File: config.mk
export PLATFORM = sky130hd
export DESIGN_NAME = seconds_counter_flat
export DESIGN_NICKNAME = d
export VERILOG_FILES = /design/src/rtl/stopwatch_pkg.sv /design/src/rtl/seconds_counter_if.sv /design/src/rtl/seconds_counter_tick_prescaler.sv /design/src/rtl/seconds_counter.sv /design/src/flat_wrapper.sv
export SDC_FILE = /design/constraint.sdc
export NUM_CORES = 1
export LEC_CHECK = 0
export BUFFER_PORTS_ARGS = -buffer_cell sky130_fd_sc_hd__buf_2
export CAP_MARGIN = 15
export CORE_ASPECT_RATIO = 1.25
export CORE_MARGIN = 1
export CORE_UTILIZATION = 45
export DETAILED_ROUTE_END_ITERATION = 8
export PLACE_DENSITY = 0.73
export SLEW_MARGIN = 5
export SYNTH_ARGS = -nofsm -noshare
export SYNTH_HDL_FRONTEND = slang
export SYNTH_SLANG_ARGS = --single-unit
File: constraint.sdc
create_clock -name clk -period 1.9 [get_ports clk]
set_clock_uncertainty 0.1 [all_clocks]
set_input_delay 0.19 -clock clk [delete_from_list [all_inputs] [get_ports clk]]
set_output_delay 0.19 -clock clk [all_outputs]
set_load 0.03 [all_outputs]
File: src/rtl/stopwatch_pkg.sv
// rtl/stopwatch_pkg.sv - shared stopwatch constants and control state type
package stopwatch_pkg;

    localparam int SEC_W = 6;
    localparam logic [SEC_W-1:0] SEC_MAX = 6'd59;

    typedef enum logic [1:0] {
        IDLE    = 2'd0,
        RUNNING = 2'd1,
        PAUSED  = 2'd2
    } state_t;

endpackage

File: src/rtl/seconds_counter_if.sv
// rtl/seconds_counter_if.sv - control requests and seconds/roll/running status bundle
interface seconds_counter_if;
    import stopwatch_pkg::*;

    logic             start;
    logic             stop;
    logic             clear;
    logic [SEC_W-1:0] seconds;
    logic             roll;
    logic             running;

    modport master (
        output start, stop, clear,
        input  seconds, roll, running
    );

    modport slave (
        input  start, stop, clear,
        output seconds, roll, running
    );

endinterface

File: src/rtl/seconds_counter_tick_prescaler.sv
// rtl/seconds_counter_tick_prescaler.sv - divides the system clock into a one-cycle tick
module tick_prescaler #(
    parameter int CLK_DIV = 100000000
) (
    input  logic clk,
    input  logic rst_n,
    input  logic en,
    input  logic clr,
    output logic tick
);

    localparam int DIV_W = (CLK_DIV > 1) ? $clog2(CLK_DIV) : 1;
    localparam logic [DIV_W-1:0] LAST = DIV_W'(CLK_DIV - 1);

    logic [DIV_W-1:0] count;

    // clr masks the tick so a clear never lets a wrap leak downstream
    assign tick = en & ~clr & (count == LAST);

    always_ff @(posedge clk or negedge rst_n) begin
        if (!rst_n) begin
            count <= '0;
        end else if (clr || tick) begin
            count <= '0;
        end else if (en) begin
            count <= count + DIV_W'(1);
        end
    end

endmodule

File: src/rtl/seconds_counter.sv
// rtl/seconds_counter.sv - start/stop/clear controlled 0..59 seconds counter with roll pulse
module seconds_counter
    import stopwatch_pkg::*;
#(
    parameter int CLK_DIV = 100000000
) (
    input  logic              clk,
    input  logic              rst_n,
    seconds_counter_if.slave  bus
);

    state_t           state;
    state_t           state_nxt;
    logic             run_en;
    logic             tick;
    logic [SEC_W-1:0] seconds_q;

    always_ff @(posedge clk or negedge rst_n) begin
        if (!rst_n) begin
            state <= IDLE;
        end else begin
            state <= state_nxt;
        end
    end

    // clear beats stop, and stop beats start even where stop alone is a no-op
    always_comb begin
        state_nxt = state;
        if (bus.clear) begin
            state_nxt = IDLE;
        end else begin
            case (state)
                IDLE, PAUSED: if (bus.start && !bus.stop) state_nxt = RUNNING;
                RUNNING:      if (bus.stop) state_nxt = PAUSED;
                default:      state_nxt = IDLE;
            endcase
        end
    end

    always_comb begin
        run_en = (state == RUNNING);
    end

    tick_prescaler #(
        .CLK_DIV (CLK_DIV)
    ) u_prescaler (
        .clk   (clk),
        .rst_n (rst_n),
        .en    (run_en),
        .clr   (bus.clear),
        .tick  (tick)
    );

    // out-of-range values fall into the wrap branch on the next tick
    always_ff @(posedge clk or negedge rst_n) begin
        if (!rst_n) begin
            seconds_q <= '0;
        end else if (bus.clear) begin
            seconds_q <= '0;
        end else if (tick) begin
            seconds_q <= (seconds_q >= SEC_MAX) ? '0 : seconds_q + SEC_W'(1);
        end
    end

    assign bus.seconds = seconds_q;
    assign bus.roll    = tick & (seconds_q == SEC_MAX);
    assign bus.running = run_en;

endmodule

File: src/flat_wrapper.sv
// flat-port wrapper written by rule: the top's interface ports become plain ports
module seconds_counter_flat import stopwatch_pkg::*;
#(
    parameter int CLK_DIV = 100000000
)
  (clk, rst_n, bus_start, bus_stop, bus_clear, bus_seconds, bus_roll, bus_running);
  seconds_counter_if bus_i ();
  input  logic clk;
  input  logic rst_n;
  input wire logic [$bits(bus_i.start)-1:0] bus_start;
  input wire logic [$bits(bus_i.stop)-1:0] bus_stop;
  input wire logic [$bits(bus_i.clear)-1:0] bus_clear;
  output wire logic [$bits(bus_i.seconds)-1:0] bus_seconds;
  output wire logic [$bits(bus_i.roll)-1:0] bus_roll;
  output wire logic [$bits(bus_i.running)-1:0] bus_running;
  assign bus_i.start = bus_start;
  assign bus_i.stop = bus_stop;
  assign bus_i.clear = bus_clear;
  assign bus_seconds = bus_i.seconds;
  assign bus_roll = bus_i.roll;
  assign bus_running = bus_i.running;
  seconds_counter #(.CLK_DIV(CLK_DIV)) u_core (.clk(clk), .rst_n(rst_n), .bus(bus_i));
endmodule
Word-level counts from Yosys, hierarchy flattened
Index checks and enable logic that the tools add are counted.
{"block": "classes", "n_addsub": 2, "magnitude_cmp": 1, "eq_ne": 6, "n_mux": 9, "bitwise": 4, "n_reduce_logical": 8}
{"operator": "27-bit 2-to-1 mux", "count": 2}
{"operator": "27-bit by 1-bit adder with 27-bit output, second input constant", "count": 1}
{"operator": "27-bit == test, second input constant", "count": 1}
{"operator": "6-bit 2-to-1 mux", "count": 3}
{"operator": "6-bit by 1-bit adder with 6-bit output, second input constant", "count": 1}
{"operator": "6-bit == test, second input constant", "count": 1}
{"operator": "6-bit greater-or-equal comparator, second input constant", "count": 1}
{"operator": "2-bit 2-to-1 mux", "count": 3}
{"operator": "2-bit case mux with 2 select lines", "count": 1}
{"operator": "2-bit nonzero test", "count": 2}
{"operator": "1-bit AND", "count": 3}
{"operator": "3-bit by 2-bit != test with 1-bit output, second input constant", "count": 1}
{"operator": "3-bit != test, second input constant", "count": 1}
{"operator": "2-bit by 1-bit == test with 1-bit output, second input constant", "count": 1}
{"operator": "2-bit == test, second input constant", "count": 1}
{"operator": "2-bit zero test", "count": 1}
{"operator": "2-bit AND reduction", "count": 1}
{"operator": "2-bit OR reduction", "count": 1}
{"operator": "1-bit logical AND", "count": 1}
{"operator": "1-bit zero test", "count": 1}
{"operator": "1-bit logical OR", "count": 1}
{"operator": "1-bit inverter", "count": 1}
{"block": "totals", "ff_bits": 35, "in_bits": 5, "output_inout_bits": 8}

Logic depth before layout (Yosys ltp)
{"block": "depth", "ltp_word": 5, "ltp_mapped": 7, "depth_no_buf": 6}

Hierarchy
From an unflattened synthesis, not the netlist that was laid out.
{"block": "unflattened", "hier_cells": 219, "hier_area_um2": 2057.0}
{"mod": "tick_prescaler", "n_inst": 1, "cells_each": 168, "area_each_um2": 1589.0}
{"mod": "seconds_counter", "n_inst": 1, "cells_each": 51, "area_each_um2": 467.9}

Worst setup path after synthesis
OpenSTA, ideal clock, no wires.
{"block": "synth_timing", "kind": "reg2out", "from": "reg u_core.state[0]", "to": "out bus_roll", "t_arrival_ns": 2.412, "setup_slack_ns": -0.802, "path_stages_with_launch": 6, "path_buffers": 0, "path_cell_list": "dfrtp_1 inv_1 nor2_1 nand2_1 or4_1 nor3_1"}
{"block": "synth_via", "elab_chain_cells": 4}
{"item": "start: declaration", "line": "seconds_counter.sv:12", "text": "state_t state;"}
{"item": "start signal: assignment", "line": "seconds_counter.sv:22", "text": "state <= state_nxt;"}
{"item": "2-bit by 1-bit == test with 1-bit output", "line": "seconds_counter.sv:41", "text": "run_en = (state == RUNNING);"}
{"item": "named net bus_running", "line": "flat_wrapper.sv:15", "text": "output wire logic [$bits(bus_i.running)-1:0] bus_running;"}
{"item": "1-bit AND (2 in a row)", "line": "seconds_counter_tick_prescaler.sv:18", "text": "assign tick = en & ~clr & (count == LAST);"}
{"item": "1-bit AND", "line": "seconds_counter.sv:66", "text": "assign bus.roll = tick & (seconds_q == SEC_MAX);"}
{"item": "end: declaration", "line": "flat_wrapper.sv:14", "text": "output wire logic [$bits(bus_i.roll)-1:0] bus_roll;"}
The timed path passes the listed nets, and every way through them passes these cells.

Worst setup path in the final report
{"block": "layout_timing", "from": "reg u_core.u_prescaler.count[11]", "to": "out bus_roll"}
{"block": "layout_via", "elab_chain_cells": 3}
{"item": "start: declaration", "line": "seconds_counter_tick_prescaler.sv:15", "text": "logic [DIV_W-1:0] count;"}
{"item": "start signal: assignment", "line": "seconds_counter_tick_prescaler.sv:26", "text": "count <= count + DIV_W'(1);"}
{"item": "27-bit == test", "line": "seconds_counter_tick_prescaler.sv:18"}
{"item": "1-bit AND", "line": "seconds_counter_tick_prescaler.sv:18"}
{"item": "1-bit AND", "line": "seconds_counter.sv:66"}
Every way passes these cells.

==> impl_metrics.yaml <==
timing:
  hold_violations: 0
  max_freq_mhz: 454
  rsz0062_at_grt: "yes"
  holdWs_ns: 0.121
  slew_violations: 0
  fin_crit_sh_pct: 116
  final.setup.tns_ns: -1.08
  period_minus_slack_ns: 2.20
  tightest_slew_ns: 0.809
  slew_headroom_pct: 46.0
  worst_slack_ns: -0.301
  finalSetupViolCount: 10
critical_path:
  critical-path-top-delay-family: "simple AND/OR/NAND/NOR gates"
  ff2ff_path_depth: 5
  crit_chain: "nor4b_2 -> nand4_1 -> or4_4 -> nor3_4 -> buf_6"
  end_kind: "output pin"
  cp_data_arrival_time_ns: 1.91
  crit_slowest_cell: "or4_4"
  rr_startpoint: "u_core.state[1]$_DFFE_PN0P_"
  startpoint: "u_core.u_prescaler.count[11]$_DFFE_PN0P_"
  critical_path_class: "flip-flop to output pin"
  start_kind: "flip-flop"
  cp.buffers_inverters: 1
  reg2reg_setup_slack_ns: -0.18
  r2r_end: "u_core.u_prescaler.count[17]$_DFFE_PN0P_"
  cp_data_required_time_ns: 1.61
  cp_slowest_stage_delay_ns: 0.45
  crit_path_max_fanout: 2
routing:
  drc: 0
  vias: 1765
  firstDrtPassIters: 5
  wl_per_cell_um: 15.7
  viasPerCell: 5.60
  drt_iter0_markers: 77
  totalWireLength_um: 4940
  ant_nets: 0
finish:
  diodes: 0
  synthToLayoutAreaGrowth_pct: 47.2
  num-nets-final: 267
  instances_no_fill: 315
  drive_above_1_share_pct: 38.7
outcome:
  outcome: "complete, but fails checks"
  violations: "negative setup slack"
pwr:
  seq_power_share_pct: 54.9
  p_int_uw: 1040
  clkPwrFrac_pct: 38.4
  power.density_nw_per_um2: 514
  leakage_uw: 0.00126
  vdd_drop_max_mv: 0.365
  finalPower_uw: 1380
  switching_share_pct: 24.8
  power_frac_comb_pct: 6.7
  p_switching_uw: 342
placed_design:
  place.gp.congestion: 0.832
  portBuffers: 12
  dpl.hpwl_um: 2950
  dp.cells: 294
clock_network:
  cts.sinks: 35
  clock_path_buffers: 2
  clkLatencyLatePin_ns: 0.29
  htree_levels: 2
  cts_tree: "yes"
  root_buffer: "clkbuf_8"
  clkTransAtPathRegs_ns: 0.07
  cts_made_buffers: 5
synth:
  synth_compound_area_share_pct: 9.07
  synthXorXnorAreaFrac_pct: 9.13
  synthAdderAreaFrac_pct: 1.37
  synth_top_family_by_area: "simple AND/OR/NAND/NOR gates"
  async_reset_ff_share_pct: 100
  yosys.area_share.simple_pct: 28.4
  synth_most_common_cell: "dfrtp_1"
  seq_area_frac_synth_pct: 48.1
  netlist_area_sq_um: 1820
  synth_area_per_cell_sq_um: 9.44
  ys_seq_elements: 35
  synth_edf_count: 0
  netlist.top_cell.by_area: "dfrtp_1"
  synthTopCellsByCount: "35 x dfrtp_1, 24 x nor2_1, 16 x nand2_1, 12 x o21ai_0, 12 x xnor2_1"
  syn-num-nets: 200
  synth_top_cell_area_share_pct: 48.1
  yosysUniqueCellTypes: 34
  synthCells: 193
  synthFlopType: "dfrtp_1"
  yosys-top-cells-area: "dfrtp_1 48%, xnor2_1 5.8%, nor2_1 4.9%, xor2_1 3.4%, o21ai_0 3.3%"
  yosysWarnings: 0
  synth_mux_area_share_pct: 1.65
global_route:
  grt.met2_usage_pct: 37.6
  grt_pass1_vias: 1618
  grt_max_degree: 36
  grtUsageMet3_pct: 4.26
  met1_usage_pct: 27.2
  grt_pass1_wl_um: 7140
  overflow: 0
  grt_usage_pct: 22.3
  grt_busiest_layer: "met2"
  antenna_found_initial: 0
min_path:
  min_path_cells: 3
  min_to: "u_core.state[1]$_DFFE_PN0P_"
  min_from: "bus_clear"
  hp-class: "input pin to flip-flop"
floorplanning:
  rows: 25
  die_y_um: 73.1
  core-area_sq_um: 3820
  start_util_pct: 47.7
  die-area_sq_um: 4310
  io_pins: 13
  die_w_um: 58.9
job:
  drv_cap: 0
-- state kept, by name, indices dropped and copies added, names as in the netlist --
| name | count |
|---|---|
| u_core.state | 2 |
| u_core.u_prescaler.count | 27 |
| u_core.bus.seconds | 6 |
-- worst reg2reg max path, stage by stage (launching register included) --
cell,delay (ns)
dfrtp_1,0.37
nand4b_1,0.26
or4b_4,0.57
buf_12,0.17
or3_1,0.34
a21oi_1,0.19
-- metrics by stage --
step / worst slack (ns) / util [%] / cell area, sq um
2_1_floorplan: -0.0380 / - / 1870
3_3_place_gp: -0.0503 / 59.8 / 2280
3_5_place_dp: -0.0924 / 59.8 / 2280
4_1_cts: -0.319 / 64.4 / 2460
5_1_grt: -0.350 / 70.3 / 2680
6_report: -0.301 / 70.3 / 2680
-- how the worst max path moves through the flow --
stage | to | slack, ns | depth (start not counted)
4_1_cts | bus_roll | -0.32 | 5
6_report | bus_roll | -0.30 | 5
3_3_place_gp | u_core.u_prescaler.count[17]$_DFFE_PN0P_ | -0.05 | 5
3_5_place_dp | u_core.u_prescaler.count[18]$_DFFE_PN0P_ | -0.09 | 4
2_1_floorplan | u_core.bus.seconds[4]$_DFFE_PN0P_ | -0.04 | 6
5_1_grt | bus_roll | -0.35 | 5
-- layout make-up --
class	count	area [sq um]
multi-input combinational	149	1120
sequential	35	876
timing repair buffer	64	514
clock buffer	5	68.8
clock inverter	3	15.0
inverter	5	18.8
fill	293	1130
tap	54	67.6
-- metal layers --
layer  wire length [um]  up-vias
li1                   -      827
met5                  0        -
met1               2120      872
met2               2520       50
met4                129        0
met3                173       16
-- logic make-up after synthesis --
logic type / after synthesis
mux: 3
simple gates: 96
buf+inv: 10
flops: 35
xor+xnor: 19
fa+ha+maj: 2
compound gates: 28
-- power groups by stage --
| stage | Combinational [uW] | Clock (uW) | Sequential [uW] |
|---|---|---|---|
| 2_1_floorplan | 32.4 | 0 | 774 |
| 3_3_place_gp | 79.2 | 0 | 770 |
| 3_5_place_dp | 80.9 | 0 | 770 |
| 4_1_cts | 86.2 | 535 | 755 |
| 5_1_grt | 101 | 566 | 757 |
| 6_report | 92.7 | 529 | 756 |
-- layout by cell type, fill, tap and decap left out, types with 3 or more instances in the layout --
master	count
nand3_1	6
or4_4	3
nor2_1	22
nor3_4	5
nand4_1	8
nor3_1	3
buf_4	42
o21ai_2	3
nor4_4	3
and4_1	5
xnor2_1	12
mux2i_1	3
xor2_1	7
buf_2	11
and3_1	3
a21oi_2	3
a21oi_1	7
dfrtp_1	35
nand2_1	16
clkinv_2	3
clkbuf_8	5
or3_1	5
buf_6	7
o21ai_0	7
inv_1	5
-- timing repair --
action / CTS / global route
setup endpoints to repair: 25 / 25
hold buffers: 2 / 0
setup buffers: 2 / 7
pin swaps: 7 / 25
gates cloned: 0 / 2
hold endpoints to repair: 36 / 0
gates resized for setup: 11 / 34
No activity file was read; power rests on OpenSTA's default activity.
